===== config.mk =====
export PLATFORM = sky130hd
export DESIGN_NAME = control_pipe
export DESIGN_NICKNAME = d
export VERILOG_FILES = /design/src/rtl/control_pipe.sv
export SDC_FILE = /design/constraint.sdc
export NUM_CORES = 1
export LEC_CHECK = 0
export CAP_MARGIN = 10
export CORE_AREA = 2 2 70 72
export DETAILED_ROUTE_END_ITERATION = 12
export DIE_AREA = 0 0 72 74
export DONT_BUFFER_PORTS = 1
export PLACE_DENSITY = 0.6
export SLEW_MARGIN = 10
export SYNTH_ARGS = -nofsm -noshare
export SYNTH_HDL_FRONTEND = slang
export SYNTH_SLANG_ARGS = --single-unit

===== constraint.sdc =====
create_clock -name clk -period 1.9 [get_ports clk]
set_input_delay 0.19 -clock clk [delete_from_list [all_inputs] [get_ports clk]]
set_output_delay 0.19 -clock clk [all_outputs]
set_load 0.01 [all_outputs]

===== src/rtl/control_pipe.sv =====
// Three-stage control-bundle pipeline (ID/EX -> EX/MEM -> MEM/WB) with hold, flush and stall bubbles.
// Optional load-use hazard detection: define CONTROL_PIPE_LOADUSE_EN.
`ifndef OP_RTYPE
`define OP_RTYPE 6'h00
`endif
`ifndef OP_JUMP
`define OP_JUMP  6'h02
`endif
`ifndef OP_BEQ
`define OP_BEQ   6'h04
`endif
`ifndef OP_LDB
`define OP_LDB   6'h20
`endif
`ifndef OP_LDW
`define OP_LDW   6'h23
`endif
`ifndef OP_STB
`define OP_STB   6'h28
`endif
`ifndef OP_STW
`define OP_STW   6'h2B
`endif

module control_pipe #(
   parameter int OPCODE_W = 6,
   parameter int REG_W    = 5,
   parameter int CNT_W    = 16
) (
   input  logic                clk,
   input  logic                rst_n,
   input  logic                id_valid_i,
   input  logic [OPCODE_W-1:0] id_opcode_i,
   input  logic [REG_W-1:0]    id_rs_i,
   input  logic [REG_W-1:0]    id_rt_i,
   input  logic [REG_W-1:0]    id_dest_i,
   input  logic                stall_in_i,
   input  logic                hold_i,
   input  logic                flush_i,
   output logic                ex_alusrc_o,
   output logic                ex_branch_o,
   output logic                ex_jump_o,
   output logic                mem_memwrite_o,
   output logic                mem_memread_o,
   output logic                mem_byteword_o,
   output logic                wb_regwrite_o,
   output logic                wb_memtoreg_o,
   output logic [REG_W-1:0]    wb_dest_o,
   output logic                stall_out_o,
   output logic                illegal_op_o,
   output logic [CNT_W-1:0]    bubble_cnt_o
);

   typedef struct packed {
      logic             regwrite;
      logic             memtoreg;
      logic             branch;
      logic             jump;
      logic             memwrite;
      logic             memread;
      logic             byteword;  // 1 = word access, 0 = byte access
      logic             alusrc;    // 1 = second ALU operand from register file
      logic [REG_W-1:0] dest;
   } ctrl_t;

   ctrl_t            dec;
   logic             dec_known;
   logic             rt_used;
   logic             stall_any;

   ctrl_t            idex_q, idex_d;
   ctrl_t            exmem_q, exmem_d;
   ctrl_t            memwb_q, memwb_d;
   logic             illegal_q, illegal_d;
   logic [CNT_W-1:0] cnt_q, cnt_d;

   // Fields not listed for an opcode stay at the zero default.
   always_comb begin
      dec       = '0;
      dec_known = 1'b1;
      rt_used   = 1'b0;
      case (id_opcode_i)
         OPCODE_W'(`OP_RTYPE): begin
            dec.regwrite = 1'b1;
            dec.alusrc   = 1'b1;
            dec.dest     = id_dest_i;
            rt_used      = 1'b1;
         end
         OPCODE_W'(`OP_LDB): begin
            dec.regwrite = 1'b1;
            dec.memtoreg = 1'b1;
            dec.memread  = 1'b1;
            dec.dest     = id_dest_i;
         end
         OPCODE_W'(`OP_LDW): begin
            dec.regwrite = 1'b1;
            dec.memtoreg = 1'b1;
            dec.memread  = 1'b1;
            dec.byteword = 1'b1;
            dec.dest     = id_dest_i;
         end
         OPCODE_W'(`OP_STB): begin
            dec.memwrite = 1'b1;
            rt_used      = 1'b1;
         end
         OPCODE_W'(`OP_STW): begin
            dec.memwrite = 1'b1;
            dec.byteword = 1'b1;
            rt_used      = 1'b1;
         end
         OPCODE_W'(`OP_BEQ): begin
            dec.branch = 1'b1;
            dec.alusrc = 1'b1;
            rt_used    = 1'b1;
         end
         OPCODE_W'(`OP_JUMP): dec.jump = 1'b1;
         default: dec_known = 1'b0;
      endcase
   end

`ifdef CONTROL_PIPE_LOADUSE_EN
   assign stall_out_o = id_valid_i && idex_q.memread && (idex_q.dest != '0) &&
                        ((idex_q.dest == id_rs_i) || (rt_used && (idex_q.dest == id_rt_i)));
`else
   logic unused_ok;
   assign unused_ok   = ^{id_rs_i, id_rt_i, rt_used};
   assign stall_out_o = 1'b0;
`endif

   assign stall_any = stall_in_i | stall_out_o;

   // hold freezes everything; otherwise flush beats stall beats decode.
   always_comb begin
      idex_d    = idex_q;
      exmem_d   = exmem_q;
      memwb_d   = memwb_q;
      illegal_d = illegal_q;
      cnt_d     = cnt_q;
      if (!hold_i) begin
         memwb_d   = exmem_q;
         illegal_d = 1'b0;
         if (flush_i) begin
            idex_d  = '0;
            exmem_d = '0;
         end else begin
            exmem_d = idex_q;
            idex_d  = '0;
            if (!stall_any && id_valid_i) begin
               if (dec_known) idex_d = dec;
               else           illegal_d = 1'b1;
            end
         end
         if ((flush_i || stall_any) && (cnt_q != {CNT_W{1'b1}}))
            cnt_d = cnt_q + CNT_W'(1);
      end
   end

   always_ff @(posedge clk or negedge rst_n) begin
      if (!rst_n) begin
         idex_q    <= '0;
         exmem_q   <= '0;
         memwb_q   <= '0;
         illegal_q <= 1'b0;
         cnt_q     <= '0;
      end else begin
         idex_q    <= idex_d;
         exmem_q   <= exmem_d;
         memwb_q   <= memwb_d;
         illegal_q <= illegal_d;
         cnt_q     <= cnt_d;
      end
   end

   assign ex_alusrc_o    = idex_q.alusrc;
   assign ex_branch_o    = idex_q.branch;
   assign ex_jump_o      = idex_q.jump;
   assign mem_memwrite_o = exmem_q.memwrite;
   assign mem_memread_o  = exmem_q.memread;
   assign mem_byteword_o = exmem_q.byteword;
   assign wb_regwrite_o  = memwb_q.regwrite;
   assign wb_memtoreg_o  = memwb_q.memtoreg;
   assign wb_dest_o      = memwb_q.dest;
   assign illegal_op_o   = illegal_q;
   assign bubble_cnt_o   = cnt_q;

endmodule

Word level (Yosys, flattened, before mapping)
Cells that the tools add are included.
- register bits: 47
- bits in latches: 0
- RAM bits: 0
- bits in read-only memories: 0
- input bits: 27
- output and inout port bits: 31
- memories: 0
- add/subtract/negate cells: 1
- multiply operators: 0
- div/mod/pow operators: 0
- $lt $le $gt $ge: 0
- equality and inequality tests: 7
- shift operators: 0
- muxes and demuxes: 16
- bitwise gates (word level): 1
- reductions and logical operators: 12
- operators by type and width (cell ; count):
    13-bit 2-to-1 mux ; 4
    6-bit == test (second input constant) ; 4
    16-bit by 1-bit adder with 16-bit output (second input constant) ; 1
    16-bit != test (second input constant) ; 1
    1-bit 2-to-1 mux ; 11
    2-bit OR reduction ; 4
    7-bit OR reduction ; 1
    6-bit by 2-bit == test with 1-bit output (second input constant) ; 1
    6-bit by 3-bit == test with 1-bit output (second input constant) ; 1
    6-bit logical NOT ; 1
    5-bit 2-to-1 mux ; 1
    3-bit OR reduction ; 1
    1-bit logical AND ; 2
    2-bit AND reduction ; 1
    1-bit logical NOT ; 1
    1-bit logical OR ; 1
    1-bit NOT ; 1

Longest topological paths before layout
Gate-level depths: netlist (run 1).
- depth after elaboration: 6
- mapped depth: 6
- mapped depth without buffers: 5

Worst setup path after synthesis (run 1)
No wires, ideal clock.
- kind: reg2reg
- from: reg cnt_q[0] (netlist: bubble_cnt_o[0])
- to: reg cnt_q[1] (netlist: bubble_cnt_o[1])
- setup time: 0.125 ns
- arrival time: 1.566 ns
- required time: 1.775 ns
- slack: 0.209 ns
- cell stages (with the launch flop): 6
- path buffers: 0
- period minus slack after synthesis: 1.691 ns
- cell sequence: dfrtp_1 -> ha_1 -> nand4_1 -> nor4_4 -> nor2b_2 -> mux2_4
- longest elaborated chain between the ends: 3
- elaborated cells between the ends (all ways): 4
- those cells by class: 1 x add/sub; 1 x eq/ne; 2 x reduce/logical
- RTL lines (element ; RTL line ; source):
    from (decl) ; 75 ; logic [CNT_W-1:0] cnt_q, cnt_d;
    from (signal assigned) ; 170 ; cnt_q <= cnt_d;
    branches (longest 3 deep; another with 16-bit by 1-bit adder with 16-bit output) ; - ;
Several ways; the timed one is not identified.
A chain may end at the register's enable or synchronous reset.

Worst setup path after layout (run 1)
- from: reg cnt_q[0] (netlist: bubble_cnt_o[0])
- to: reg cnt_q[9] (netlist: bubble_cnt_o[9])
Same word-level chain as after synthesis.

==> results by group, run 1 <==
Outcome
  • Outcome: finished clean

STA
  • Final critical-path required period: 1680 ps
  • Max-slew violation total from the final report: 0
  • Worst Clk Skew: 5.46 ps
  • Final Hold Fails: 0
  • Share of the clock period used by the worst path after layout: 0.883
  • Number of setup violations in the final report: 0
  • Worst-case headroom to the max-slew limit: 0.652
  • Unrepaired setup endpoints after global routing: no
  • F_max: about 600 MHz
  • Post-route setup TNS: 0 ps
  • Slew @ Worst Pin: ~500 ps
  • Worst-case setup margin in the final layout: 222 ps
  • Worst Hold Slack: 17.9 ps

Critical path
  • Data required time at the worst endpoint: 2120 ps
  • Endpoint kind of the worst setup timing path: register
  • Critical path class: register to register
  • Arrival time at the worst endpoint: roughly 1900 ps
  • Worst-path maximum fanout: 11
  • Slowest cell delay on critical path: 390 ps
  • Chain of cells forming the critical path: ha_1 -> nand4_1 -> nor4_4 -> buf_4 -> nor4b_1 -> xor2_1
  • Worst path slowest cell: sky130_fd_sc_hd__dfrtp_1
  • Element type at the critical path start: register

Routing
  • First-pass iteration count of the detailed router: 4
  • Residual DRC: 0
  • Number of antenna-violating nets in the routed design: 0
  • Post-Route WL: roughly 3800 µm
  • Routed via count: 1312
  • Routed via count divided by cell count: about 5.6
  • Per-cell routed wire length: 16.4 µm
  • Initial DRC count: 64

Synth
  • Unique cell type count in the Yosys netlist: 35
  • Part of the Yosys area used for sequential elements: 0.565
  • Top cell type's share of synthesized area: 0.565
  • Largest cells by area after synthesis: sky130_fd_sc_hd__dfrtp_1 56%, sky130_fd_sc_hd__xor2_1 5.7%, sky130_fd_sc_hd__mux2_2 4.5%, sky130_fd_sc_hd__nand2_1 3.4%, sky130_fd_sc_hd__nand2b_1 3.1%
  • Netlist Area Pre-Place: 0.00199 mm²
  • Cell type contributing the most total cell area after synthesis: sky130_fd_sc_hd__dfrtp_1
  • Mean cell area of the mapped netlist: 11.7 µm²
  • Net count of the mapped netlist: 198
  • Post-synthesis register bit count: 45
  • Total number of yosys warnings: 0
  • Number of cells produced by synthesis: 170

Global route
  • First-pass GRT wire length: 6510 µm
  • GRT Overall Usage: 0.162
  • Grt total ovfl: 0
  • Pin count of the biggest net entering global routing: 46
  • Number of global-route vias before repair: 1355
  • Initial antenna violation count: 0

Placed design
  • Placed Instance Area: a little over 0.002 mm²
  • Global placer's final weighted congestion: 0.731
  • Hpwl dp: 2600 µm
  • Count of port buffers added during placement: 0
  • Place WS: 198 ps

Clock network
  • Clock Latency Late Sink: 300 ps
  • CTS tree: built
  • Clk slew on worst S/H paths: 80 ps
  • Clk root buf: sky130_fd_sc_hd__clkbuf_8
  • PostCTS Resize Cnt: 0
  • Setup Fix Bufs, Post-CTS: 0
  • TritonCTS buffer count: 5
  • Number of sinks driven by the clock tree: 45
  • H-Tree Level Count: 2
  • Number of hold-repair buffers added at the cts stage: 6
  • Maximum clock insertion buffer count: 2

Final layout
  • Most common cell after layout, fill and taps aside: sky130_fd_sc_hd__dfrtp_1
  • Layout cells sized above 1: 0.144
  • Commonest non-fill, non-tap cells in the layout: 45 x sky130_fd_sc_hd__dfrtp_1, 18 x sky130_fd_sc_hd__nand2_1, 13 x sky130_fd_sc_hd__xor2_1
  • Layout net count: 209
  • Synth-to-Final Area Change: 11.0%
  • Summed area of non-filler cells in the final layout: 0.00221 mm²
  • Total of fill cells in the finished design: 437
  • Diode insertion count for antenna repair: 0

Floorplanning
  • Die Height: 74 µm
  • Area of the die: approximately 0.0053 mm²
  • Die boundary width: 72 µm
  • Initial standard-cell utilization of the core: 0.433
  • Placement row count: 25
  • Core ar.: between 0.004 and 0.005 mm²
  • Number of top-level pins: 58

Power
  • Largest vdd supply drop: 495 µV
  • Total design power: around 2.0 mW
  • Power density over cell area: 903 mW/mm²
  • Static Leak: 1.06 nW

Hold path
  • Hold/Removal Path Class: input pin to register

Run
  • Number of violations of the max-capacitance limit: 0
==> logic make-up (layout without fill, tap and decap cells) <==
kind of cell / after synthesis / in the layout / synth area share
simple gates: 64 / 64 / 0.191
flops: 45 / 45 / 0.565
compound gates: 26 / 26 / 0.0948
xor+xnor: 15 / 15 / 0.0659
mux: 9 / 9 / 0.0527
buf+inv: 9 / 19 / 0.0226
fa+ha+maj: 1 / 1 / 0.00628
other cells: 1 / 1 / 0.00188
==> cell type report <==
cell class	instances	area, µm²	share of cell area
Clock inverter	1	5.00	0.00226
Inverter	2	7.51	0.00339
Clock buffer	5	68.8	0.0311
Tap cell	54	67.6	0.0305
Timing Repair Buffer	11	115	0.0520
Multi-Input combinational cell	116	822	0.372
Sequential cell	45	1130	0.509
==> layer usage <==
| layer | global-route usage | vias to the layer above | wire (µm) |
|---|---|---|---|
| met2 | 0.280 | 30 | 2020 |
| met5 | 0 | - | 0 |
| met3 | 0.0596 | 7 | 229 |
| met1 | 0.184 | 653 | 1520 |
| li1 | - | 622 | - |
| met4 | 0.0629 | 0 | 67 |
==> power by group <==
part / internal [mW] / switching (mW) / leakage [nW]
clock: 0.242 / 0.301 / 0.0399
sequential: 1.03 / 0.0791 / 0.611
combinational: 0.161 / 0.187 / 0.413
total: 1.43 / 0.567 / 1.06
==> final timing paths <==
check / start / to / slack, ps / cells after the start
setup / recovery: bubble_cnt_o[0] / bubble_cnt_o[9] / 220 / 6
hold / removal: hold_i / exmem_q[2] / 20 / 1
setup reg to reg: bubble_cnt_o[0] / bubble_cnt_o[9] / 220 / 6
hold reg to reg: idex_q[7] / idex_q[7] / 480 / 2
max in group asynchronous: rst_n / illegal_op_o / 1310 / 2
min in group asynchronous: rst_n / mem_memwrite_o / 390 / 2
==> flip-flops by register name, indices dropped and copies added (netlist names), 5 cells and up <==
register and cells:
bubble_cnt_o 16, idex_q 9, exmem_q 7, wb_dest_o 5
==> metrics by stage <==
stage,cells,util
after floorplan,170,-
after global placement,222,0.448
after detailed placement,222,0.448
after global routing,234,0.481
final,234,0.481
after CTS,234,0.481
==> worst max-delay path: cells and delay by family, from the launching register on <==
kind                     cells  cell delay [ps]
AND/OR/NAND/NOR              3              610
buffers and inverters        1              180
flip-flops                   1              390
XOR/XNOR                     1              190
adder cells (fa/ha/maj)      1              230
==> Yosys cell counts (all sizes together) <==
cell type   n
xnor2       2
nand3       3
inv         2
nor3b       1
clkbuf      4
nor4        2
nand2b     10
mux2        9
a21o        1
a22o        7
conb        1
a32o        2
dfrtp      45
and4        2
buf         3
ha          1
nor3        7
nand4       6
and3        1
nor2b       1
nand2      18
xor2       13
o41ai       1
nor4b       6
o21ba       1
nor2        7
o21ai      12
o211a       1
a21oi       1
No activity file was read; power rests on OpenSTA's default activity.
==> run 2, diff against run 1 <==
Settings changed: RECOVER_POWER set to 25.
==> results by group, run 2 (synthesis results as in run 1) <==
Clock network
  • Clk root buf: sky130_fd_sc_hd__clkbuf_8
  • H-Tree Level Count: 2
  • TritonCTS buffer count: 5
  • Clk slew on worst S/H paths: around 80 ps
  • Clock Latency Late Sink: ~300 ps
  • Setup Fix Bufs, Post-CTS: 0
  • Number of sinks driven by the clock tree: 45
  • Maximum clock insertion buffer count: 2
  • CTS tree: built

Floorplanning
  • Number of top-level pins: 58
  • Placement row count: 25
  • Die Height: 74 µm
  • Area of the die: 0.00533 mm²
  • Die boundary width: a little over 70 µm
  • Initial standard-cell utilization of the core: 0.433
  • Core ar.: 0.00460 mm²

Critical path
  • Worst-path maximum fanout: 11
  • Data required time at the worst endpoint: 2120 ps
  • Element type at the critical path start: register
  • Family with the most delay on the worst path: simple AND/OR/NAND/NOR gates
  • Arrival time at the worst endpoint: 1900 ps
  • Endpoint kind of the worst setup timing path: register
  • Crit Reg-Reg Startpoint: bubble_cnt_o[0]
  • Worst path slowest cell: sky130_fd_sc_hd__dfrtp_1
  • Buffers and inverters on the worst path: 1
  • Chain of cells forming the critical path: ha_1 -> nand4_1 -> nor4_4 -> buf_4 -> nor4b_1 -> xor2_1
  • Critical path class: register to register
  • CP Launch Point: bubble_cnt_o[0]
  • Slowest cell delay on critical path: slightly below 400 ps

Global route
  • Initial antenna violation count: 0
  • Grt total ovfl: 0
  • First-pass GRT wire length: 6510 µm
  • GRT Overall Usage: 0.162
  • Pin count of the biggest net entering global routing: 46
  • Number of global-route vias before repair: around 1400

Final layout
  • Summed area of non-filler cells in the final layout: 0.00219 mm²
  • Final instance count without filler cells: ~230
  • Synth-to-Final Area Change: 9.86%
  • Layout cells sized above 1: 0.144
  • Layout net count: 209
  • Diode insertion count for antenna repair: 0
  • Largest register FFs: 16
  • Commonest non-fill, non-tap cells in the layout: 45 x sky130_fd_sc_hd__dfrtp_1, 18 x sky130_fd_sc_hd__nand2_1, 13 x sky130_fd_sc_hd__xor2_1
  • Post-layout utilization of the core: 0.476
  • Most common cell after layout, fill and taps aside: sky130_fd_sc_hd__dfrtp_1

Routing
  • Routed via count: 1328
  • First-pass iteration count of the detailed router: 4
  • Routed via count divided by cell count: ~5.7
  • Post-Route WL: 3830 µm
  • Number of antenna-violating nets in the routed design: 0
  • Per-cell routed wire length: 16.4 µm
  • Initial DRC count: 68
  • Residual DRC: 0

Placed design
  • Hpwl dp: 2600 µm
  • Placed Instance Area: around 0.002 mm²
  • Global placer's final weighted congestion: roughly 0.73
  • DP Cell Count: 222
  • Count of port buffers added during placement: 0

STA
  • F_max: 596 MHz
  • Final Hold Fails: 0
  • Max-slew violation total from the final report: 0
  • Share of the clock period used by the worst path after layout: 0.883
  • Post-route setup TNS: 0 ps
  • Unrepaired setup endpoints after global routing: no
  • Final critical-path required period: 1680 ps
  • Worst-case headroom to the max-slew limit: 0.278
  • Slew @ Worst Pin: ~1100 ps
  • Worst Clk Skew: 5.62 ps
  • Number of setup violations in the final report: 0

Hold path
  • Hold/Removal Path Class: input pin to register
  • Beginning of the worst hold path: hold_i

Run
  • Number of violations of the max-capacitance limit: 0

Power
  • Static Leak: between 1 and 1.5 nW
  • Power density over cell area: slightly above 900 mW/mm²
  • Largest vdd supply drop: 495 µV
  • Total design power: about 2 mW

Outcome
  • Outcome: finished clean
==> run 2: through the flow <==
step / hold WS (ps) / setup WS (ps)
2_1_floorplan: -106 / 209
3_3_place_gp: -104 / 262
3_5_place_dp: -104 / 198
4_1_cts: 0.104 / 184
5_1_grt: 6.35 / 69.4
6_report: 19.0 / 222
==> run 2: path summary, 6_finish.rpt <==
check,to,slack [ps],depth (start not counted)
worst max-delay path,bubble_cnt_o[9],220,6
worst min-delay path,exmem_q[2],20,1
worst max register to register,bubble_cnt_o[9],220,6
worst min register to register,idex_q[7],480,2
max in group asynchronous,bubble_cnt_o[6],610,2
min in group asynchronous,mem_memwrite_o,630,2
==> run 2: repair_timing <==
item | CTS | global route
resized for setup | 0 | 0
hold buffers | 6 | 0
endpoints found under the hold margin | 54 | 0
==> run 2: layout make-up <==
cell class,count,area (µm²)
Clock buffer,5,68.8
Clock inverter,1,5.00
Fill cell,440,2410
Inverter,2,7.51
Multi-Input combinational cell,116,822
Sequential cell,45,1130
Tap cell,54,67.6
Timing Repair Buffer,11,92.6
==> run 2: power breakdown <==
group | internal (mW) | total, mW | switching, mW | leakage, nW
Combinational | 0.155 | 0.342 | 0.186 | 0.405
Clock | 0.242 | 0.542 | 0.300 | 0.0399
Sequential | 1.03 | 1.11 | 0.0790 | 0.611
==> run 2: per-layer routing <==
layer  routed length [µm]  global-route usage
met3                  249              0.0596
met1                 1470               0.184
met4                   67              0.0629
met5                    0                   0
met2                 2050               0.280
